<file path="src/rtl/rx_crc_pkg.sv">
// Shared CRC-32 constants, FSM state encoding and the bytewise CRC step for the rx checker.
// The register is MSB-first and not reflected; each byte enters LSB first, as on the wire.
package rx_crc_pkg;

  localparam logic [31:0] CRC_POLY        = 32'h04C11DB7;
  localparam logic [31:0] CRC_INIT_DEF    = 32'hFFFFFFFF;
  localparam logic [31:0] CRC_RESIDUE_DEF = 32'hC704DD7B;

  typedef enum logic [1:0] {
    IDLE = 2'd0,
    BODY = 2'd1,
    TAIL = 2'd2
  } state_t;

  function automatic logic [31:0] crc32_byte(input logic [31:0] crc, input logic [7:0] data);
    logic [31:0] c;
    c = crc;
    for (int i = 0; i < 8; i++) begin
      if (c[31] ^ data[i]) c = {c[30:0], 1'b0} ^ CRC_POLY;
      else                 c = {c[30:0], 1'b0};
    end
    return c;
  endfunction

endpackage

</file>
<file path="src/rtl/crc32_next_comb.sv">
// Combinational fold of NBYTES bytes into a CRC-32 register; zero latency, no flow control.
// Byte 0 is taken from the MSBs of data.
module crc32_next_comb
  import rx_crc_pkg::*;
#(
  parameter int NBYTES = 8
) (
  input  logic [31:0]         crc_in,
  input  logic [NBYTES*8-1:0] data,
  output logic [31:0]         crc_out
);

  always_comb begin
    logic [31:0] c;
    c = crc_in;
    for (int i = 0; i < NBYTES; i++) begin
      c = crc32_byte(c, data[NBYTES*8-1-8*i -: 8]);
    end
    crc_out = c;
  end

endmodule

</file>
<file path="src/rtl/rx_crc_check.sv">
// Rx CRC-32 checker: full beats fold in one cycle, a partial last beat drains byte-serially
// with in_ready low; the good/bad pulse lands one cycle after the final fold.
module rx_crc_check
  import rx_crc_pkg::*;
#(
  parameter int          DATA_W      = 64,
  parameter logic [31:0] CRC_INIT    = CRC_INIT_DEF,
  parameter logic [31:0] CRC_RESIDUE = CRC_RESIDUE_DEF,
  parameter int          LEN_W       = 16,
  localparam int         LANES       = DATA_W / 8,
  localparam int         LB_W        = $clog2(LANES) + 1
) (
  input  logic              rxclk,
  input  logic              reset,
  input  logic              in_valid,
  output logic              in_ready,
  input  logic              in_sop,
  input  logic              in_eop,
  input  logic [DATA_W-1:0] in_data,
  input  logic [LB_W-1:0]   in_last_bytes,
  output logic              crc_ok,
  output logic              crc_err,
  output logic              frame_abort,
  output logic [LEN_W-1:0]  frame_len,
  output logic              busy
);

  localparam logic [LB_W-1:0] LANES_C = LB_W'(LANES);

  state_t            state, state_nxt;
  logic [31:0]       crc_reg, crc_seed, crc_body, crc_tail;
  logic [DATA_W-1:0] tail_sr;
  logic [LB_W-1:0]   tail_cnt;
  logic [LEN_W-1:0]  len_cnt;
  logic              chk_pend, take, full_beat, tail_last;

  function automatic logic [LEN_W-1:0] sat_add(input logic [LEN_W-1:0] a, input int unsigned b);
    logic [LEN_W:0] s;
    s = {1'b0, a} + (LEN_W + 1)'(b);
    return s[LEN_W] ? '1 : s[LEN_W-1:0];
  endfunction

  // Outside a frame only sop beats matter; other accepted beats are silently dropped.
  assign take      = in_valid && in_ready && (in_sop || state == BODY);
  assign full_beat = !in_eop || (in_last_bytes == LANES_C);
  assign tail_last = (tail_cnt <= LB_W'(1));
  assign crc_seed  = in_sop ? CRC_INIT : crc_reg;

  crc32_next_comb #(.NBYTES(LANES)) u_body (
    .crc_in  (crc_seed),
    .data    (in_data),
    .crc_out (crc_body)
  );

  crc32_next_comb #(.NBYTES(1)) u_tail (
    .crc_in  (crc_reg),
    .data    (tail_sr[DATA_W-1 -: 8]),
    .crc_out (crc_tail)
  );

  always_ff @(posedge rxclk) begin
    if (reset) state <= IDLE;
    else       state <= state_nxt;
  end

  always_comb begin
    state_nxt = state;
    case (state)
      IDLE, BODY: begin
        if (take) begin
          if (!in_eop)        state_nxt = BODY;
          else if (full_beat) state_nxt = IDLE;
          else                state_nxt = TAIL;
        end
      end
      TAIL:    if (tail_last) state_nxt = IDLE;
      default: state_nxt = IDLE;
    endcase
  end

  always_comb begin
    in_ready = (state != TAIL);
    busy     = (state != IDLE);
  end

  always_ff @(posedge rxclk) begin
    if (reset) begin
      crc_reg     <= CRC_INIT;
      tail_sr     <= '0;
      tail_cnt    <= '0;
      len_cnt     <= '0;
      chk_pend    <= 1'b0;
      crc_ok      <= 1'b0;
      crc_err     <= 1'b0;
      frame_abort <= 1'b0;
      frame_len   <= '0;
    end else begin
      // Verdict uses the pre-edge register, so a new sop on this edge cannot disturb it.
      crc_ok      <= chk_pend && (crc_reg == CRC_RESIDUE);
      crc_err     <= chk_pend && (crc_reg != CRC_RESIDUE);
      if (chk_pend) frame_len <= len_cnt;
      chk_pend    <= 1'b0;
      frame_abort <= 1'b0;
      if (take) begin
        frame_abort <= in_sop && (state == BODY);
        if (full_beat) begin
          crc_reg  <= crc_body;
          len_cnt  <= in_sop ? sat_add('0, LANES) : sat_add(len_cnt, LANES);
          chk_pend <= in_eop;
        end else begin
          crc_reg  <= crc_seed;
          len_cnt  <= in_sop ? '0 : len_cnt;
          tail_sr  <= in_data;
          tail_cnt <= in_last_bytes;
        end
      end else if (state == TAIL) begin
        crc_reg  <= crc_tail;
        tail_sr  <= tail_sr << 8;
        tail_cnt <= tail_cnt - LB_W'(1);
        len_cnt  <= sat_add(len_cnt, 1);
        chk_pend <= tail_last;
      end
    end
  end

endmodule

</file>
<file path="config.mk">
export PLATFORM = sky130hd
export DESIGN_NAME = rx_crc_check
export DESIGN_NICKNAME = d
export VERILOG_FILES = /design/src/rtl/rx_crc_pkg.sv /design/src/rtl/crc32_next_comb.sv /design/src/rtl/rx_crc_check.sv
export SDC_FILE = /design/constraint.sdc
export NUM_CORES = 1
export LEC_CHECK = 0
export CORE_MARGIN = 2
export CORE_UTILIZATION = 30
export CTS_CLUSTER_DIAMETER = 150
export DETAILED_ROUTE_END_ITERATION = 7
export PLACE_DENSITY = 0.47
export SLEW_MARGIN = 15
export SYNTH_ARGS = -nofsm -noshare
export SYNTH_HDL_FRONTEND = slang
export SYNTH_SLANG_ARGS = --single-unit
</file>
<file path="constraint.sdc">
create_clock -name rxclk -period 7.6 [get_ports rxclk]
set_input_delay 0.76 -clock rxclk [delete_from_list [all_inputs] [get_ports rxclk]]
set_output_delay 0.76 -clock rxclk [all_outputs]
set_load 0.005 [all_outputs]
</file>
Word level (Yosys, flattened, before mapping). Cells that the tools add are included.

Output and inout bits: 21. Logic and storage cells: 282. Register bits after elaboration: 138. Input port bits: 73.

Add/sub/neg operators: 3. Reductions and logical operators: 16. Magnitude comparators: 1. Bitwise operators: 145. Equality and inequality tests: 10. Muxes and demuxes: 97.

Operators by type and width (count): $mux W27 (72); $not A14 Y14 (72); $mux W64 (3); $mux W32 (4); $mux W16 (7); $xor A1 B1 Y1 (72); $eq A32 B32 Y1 const B (1); $ne A32 B32 Y1 const B (1); $add A16 B1 Y17 const B (1); $add A16 B4 Y17 const B (1); $mux W4 (3); $mux W2 (4); $ne A2 B2 Y1 const B (4); $reduce_and A2 Y1 (3); $logic_and A1 B1 Y1 (5); $eq A4 B4 Y1 const B (1); $le A4 B1 Y1 const B (1); $pmux W2 S2 (1); $reduce_bool A2 Y1 (2); $reduce_or A2 Y1 (2); $sub A4 B1 Y4 const B (1); $mux W1 (3); $ne A3 B2 Y1 const B (1); $eq A2 B1 Y1 const B (1); other kinds (5) (6).

Logic depth before layout (Yosys ltp).
Word-level depth: 131. Gate-level depth with buffers: 21. Depth with buffers taken out: 17.

Cells and area by module. A second synthesis with hierarchy kept.

Cells, all modules: 1429. Area total of the unflattened synthesis: 14745.4 µm².

By module, submodules not included: crc32_next_comb (u_body) (cells each 521, area an instance 7046.8 µm², instances 1, seq. area each 0.0 µm²); rx_crc_check (cells each 845, area an instance 6708.9 µm², instances 1, seq. area each 2762.6 µm²); crc32_next_comb (u_tail) (cells each 63, area an instance 989.7 µm², instances 1, seq. area each 0.0 µm²).

Worst setup path after synthesis. No wires, ideal clock.

Kind: input port to flip-flop. Start point: input port in_data[58]. End point: register crc_reg[12]. Cell stages on the path: 18. Arrival time: 6.721 ns. Path buffers: 2. Setup slack: 0.756 ns. Cells stage by stage: buf_2 > xnor2_2 > xor2_2 > xnor3_1 > buf_2 > xnor3_4 > xnor2_1 > xor3_1 > xnor2_2 > xor3_2 > xnor3_2 > xnor2_2 > xnor3_1 > xor3_2 > xnor2_2 > xnor3_1 > a2111oi_2 > nor2_1.

Longest elaborated chain between the ends: 81. Elaborated cells on any way between the ends: 173. Classes of those cells: mux: 64; bitwise: 109.

Ends and longest elaborated chain: from (decl) (RTL line rx_crc_check.sv:19) `input logic [DATA_W-1:0] in_data,`; $xor A1 B1 Y1 * (RTL line rx_crc_pkg.sv:19) `if (c[31] ^ data[i]) c = {c[30:0], 1'b0} ^ CRC_POLY;`; $mux W27 * (RTL line rx_crc_pkg.sv:19); $not A14 Y14 (no source line) / $mux W27 (equally long branches); $mux W27 / $not A14 Y14 (equally long branches) (3 in series); $mux W27 (RTL line rx_crc_pkg.sv:19); $not A14 Y14 (no source line) / $mux W27 (equally long branches); $mux W27 / $not A14 Y14 (equally long branches) (3 in series); $mux W27 (RTL line rx_crc_pkg.sv:19); [61 not listed]; $not A14 Y14 (no source line) / $xor A1 B1 Y1 (equally long branches); $mux W27 (RTL line rx_crc_pkg.sv:19); $not A14 Y14 (no source line) / $xor A1 B1 Y1 (equally long branches); $mux W27 (RTL line rx_crc_pkg.sv:19); $not A14 Y14 (no source line); $mux W27 * (RTL line rx_crc_pkg.sv:19); $mux W32 * (RTL line rx_crc_check.sv:106) `if (full_beat) begin`; $mux W32 * (RTL line rx_crc_check.sv:104) `if (take) begin`; to (signal assigned) (RTL line rx_crc_check.sv:107) `crc_reg <= crc_body;`; to (signal assigned) (RTL line rx_crc_check.sv:111) `crc_reg <= crc_seed;`; to (signal assigned) (RTL line rx_crc_check.sv:117) `crc_reg <= crc_tail;`; to (decl) (RTL line rx_crc_check.sv:31) `logic [31:0] crc_reg, crc_seed, crc_body, crc_tail;`.

Every way passes the cells marked *; elsewhere a longest branch is shown, timed or not. A chain may end at the register's enable or synchronous reset.

Worst setup path in the final report.
Start point: input port in_data[61]. End point: register crc_reg[20].

Longest elaborated chain between the ends: 77. Elaborated cells on any way between the ends: 150. Classes of those cells: mux: 61; bitwise: 89.

Ends and longest elaborated chain (RTL line): $xor A1 B1 Y1 * (rx_crc_pkg.sv:19); $mux W27 * (rx_crc_pkg.sv:19); $xor A1 B1 Y1 / $not A14 Y14 (equally long branches); $mux W27 (rx_crc_pkg.sv:19); $not A14 Y14 (no source line); $mux W27 (rx_crc_pkg.sv:19); $not A14 Y14 (no source line) / $mux W27 (equally long branches); $mux W27 / $not A14 Y14 (equally long branches); [54 not listed]; $not A14 Y14 (no source line); $mux W27 (rx_crc_pkg.sv:19); $not A14 Y14 (no source line); $mux W27 (4 in series) (rx_crc_pkg.sv:19); $not A14 Y14 (no source line); $mux W27 * (5 in series) (rx_crc_pkg.sv:19); $mux W32 * (rx_crc_check.sv:106); $mux W32 * (rx_crc_check.sv:104).

Marked as above.

==> metrics.md <==
| Metric | Value |
|---|---|
| End of the worst hold path | tail_sr[5]$_SDFFE_PP0P_ |
| Critical path class | input pin to register |
| CTS sink count | 138 |
| Status | finished, final reports clean |
| First-pass GRT wire length | 73900 um |
| Slowest library cell on the worst path | clkdlybuf4s50_1 |
| Setup Viol. Count Final | 0 |
| CP dominant cell by count | xnor2_1 |
| Crit Path Max Fanout | 6 |
| Vias per cell | 4.92 |
| Largest area contributor in the netlist | xnor2_1 |
| Number of global-route vias before repair | 11300 |
| Pin count of the biggest net entering global routing | 80 |
| Maximum clock rate | 141 MHz |
| Clk_skew | 18.8 ps |
| Unrepaired setup endpoints after global routing | false |
| CP Depth | 17 |
| Die Wd | 225 um |
| Final hold vios | 0 |
| CTS Root Cell | clkbuf_16 |
| # IOs | 94 |
| Initial antenna violation count | 0 |
| Final core occ | 35.4% |
| Count of buffers from port buffering | 93 |
| Per-cell routed wire length | 21.8 um |
| Crit path required time | 7970 ps |
| Reg clk slew, reported paths | 70 ps |
| DR vias | 11100 |
| Crit. End Element | register |
| Hold-fix buffers at CTS | 0 |
| Worst skew pair latency | 490 ps |
| Core Box Area | 48600 um2 |
| Max-slew violations | 0 |
| Crit share post-route | 93.1% |
| Reg2reg end | crc_reg[20]$_SDFFE_PP1P_ |
| Gp weighted congestion | 0.865 |
| Drt drc | 0 |
| Routed WL | 49400 um |
| Yosys Warn Count | 0 |
| Area grow syn2layout | 17.1% |
| Detail Route Antenna Nets | 0 |
| Syn_nets | 1600 |
| Hold depth | 2 |
| Mapped Area | 14700 um2 |
| #FFs+latches synth | 138 |
| Distinct cell type count after synthesis | 66 |
| Max reg flops | 64 |
| FFs w/ async S/R, synth | 0% |
| Delay-heaviest family, CP | XOR/XNOR gates |
| Setup TNS | 0 ps |
| FP Rows | 81 |
| DP HPWL | 38700 um |
| Starting density of the core | 30.2% |
| Nets@finish | 1702 |
| R2R Setup Slk | 870 ps |
| Relative slew slack | 26.5% |
| Setup crit start kind | input pin |
| Hold_sp | tail_sr[5]$_SDFFE_PP0P_ |
| Worst hold path type | register to register |
| Max-Cap Viols | 0 |
| Final min period | 7080 ps |
| CTS buffer count | 17 |
| Crit path cell chain | clkdlybuf4s50_1 -> xnor2_1 -> xnor3_1 -> xnor3_1 -> xnor2_1 -> xnor2_1 -> xor3_1 -> xnor3_1 -> xnor3_1 -> xnor3_1 -> xnor3_1 -> xnor2_1 -> xnor2_1 -> xnor2_1 -> xnor2_1 -> a211oi_1 -> o21bai_1 |
| Buf/Inv on CP | 1 |
| Setup Fix Bufs, Post-CTS | 0 |
| Worst slew pin tran | 1100 ps |
| Critical Path Max Stage Delay | 600 ps |
| Initial DRC count | 676 |
| CTS tree | done |
| Post-synth top area share | 19.0% |
| Grt ovf | 0 |
| Seq/Total Area, Yosys | 18.8% |
| Hold Slack | 478 ps |
| Die Height | 225 um |
| Post-synthesis cell count | 1523 |
| H-tree depth reported by CTS | 4 |
| Layout cells sized above 1 | 11.5% |
| Post_cts resized | 0 |
| CP arrival | 7450 ps |
| Worst reg2reg path depth | 18 |
| R2r startpoint | crc_reg[29]$_SDFFE_PP1P_ |
| Syn avg cell area | 9.65 um2 |
| Synth top area cells | xnor2_1 19%, dfxtp_1 19%, xnor3_1 19% |
| Most used DFF post-synth | dfxtp_1 |
| Number of diodes | 0 |
| Initial DRT Pass Iterations | 7 |
| All-layer global routing usage | 19.8% |
| Number of flops mapped to enable cells by yosys | 0 |
| Die area | 50800 um2 |
| Critical Path Start | in_data[61] |
| CTS Buffer Depth | 2 |
-- tightest hold or removal path, delay by kind of cell, from the launching register on --
family             cells  cell delay [ps]
AOI/OAI and AO/OA      1               60
and+or+nand+nor        1               60
DFF                    1              310
-- layout make-up --
class	count	area, um2
fill	4968	31400
sequential	138	2760
multi-input combinational	1284	11500
clock inverter	15	130
tap	622	778
timing repair buffer	177	1550
inverter	7	26.3
clock buffer	17	425
-- worst max-delay path by stage --
stage / to / slack (ps)
final: crc_reg[20]$_SDFFE_PP1P_ / 520
after global routing: crc_reg[5]$_SDFFE_PP1P_ / 250
after CTS: crc_reg[5]$_SDFFE_PP1P_ / 520
after detailed placement: crc_reg[5]$_SDFFE_PP1P_ / 30
after global placement: crc_reg[20]$_SDFFE_PP1P_ / 20
after floorplan: crc_reg[12]$_SDFFE_PP1P_ / 760
-- cells in the mapped netlist (3+ instances only) --
library cell  count
inv_1             7
nand4b_1          3
o22ai_1          10
nor2_1          166
nor4_1            3
or3_1             3
ha_1              4
o21ai_0          29
a211o_1           4
buf_4             6
xor3_2            5
and3_1            4
and2_1            3
dfxtp_1         138
nor2_2            4
buf_2            13
nand4_1           5
xor2_2           10
a21oi_1          68
o221ai_1          6
xnor2_2          27
xor3_1           21
xor2_1          104
nand2b_1          8
o211ai_1          4
a31oi_1           7
xnor2_1         319
nor2b_1           6
nand2_1         161
o21bai_1          5
xnor3_1         121
mux2i_1          18
a211oi_1          8
clkbuf_1         65
nand3_1          22
xnor2_4           3
o21ai_1           3
or2_2             5
xnor3_2           5
nor3_1           18
a22oi_1           4
xor2_4            3
buf_1             9
a311oi_1         59
-- metal layers --
metal / share of wire, % / vias up / GRT usage [%]
met3: 3.1 / 31 / 3.13
li1: - / 5390 / -
met1: 46 / 5521 / 25.9
met2: 49 / 180 / 34.0
met5: 0 / - / 0
met4: 1.5 / 0 / 5.02
-- placed cells by master, fill, tap and decap left out, drive strengths merged, types with 32 or more instances in the layout --
| master | count |
|---|---|
| buf | 86 |
| nor2 | 171 |
| nand2 | 161 |
| xnor3 | 127 |
| dfxtp | 138 |
| a311oi | 59 |
| o21ai | 32 |
| xnor2 | 349 |
| a21oi | 68 |
| xor2 | 117 |
| clkdlybuf4s50 | 91 |
-- stage by stage --
stage	setup slack, ps	instance area, um2	instances
floorplan	756	14700	1523
global placement	20.7	16700	2228
detailed placement	28.1	16700	2228
CTS	522	17200	2260
global route	252	17200	2260
finish	522	17200	2260
-- kinds of logic after synthesis --
group	after synthesis	share of synthesized area [%]
AO/OA/AOI/OAI	225	10.4
XOR/XNOR	619	54.2
adder cells (fa/ha/maj)	4	0.341
buffers and inverters	101	2.90
flip-flops	138	18.8
multiplexers	19	1.30
AND/OR/NAND/NOR	417	12.0
Power is not shown: default switching activity piles up to over one toggle a cycle in this logic, so the estimate is an artifact.
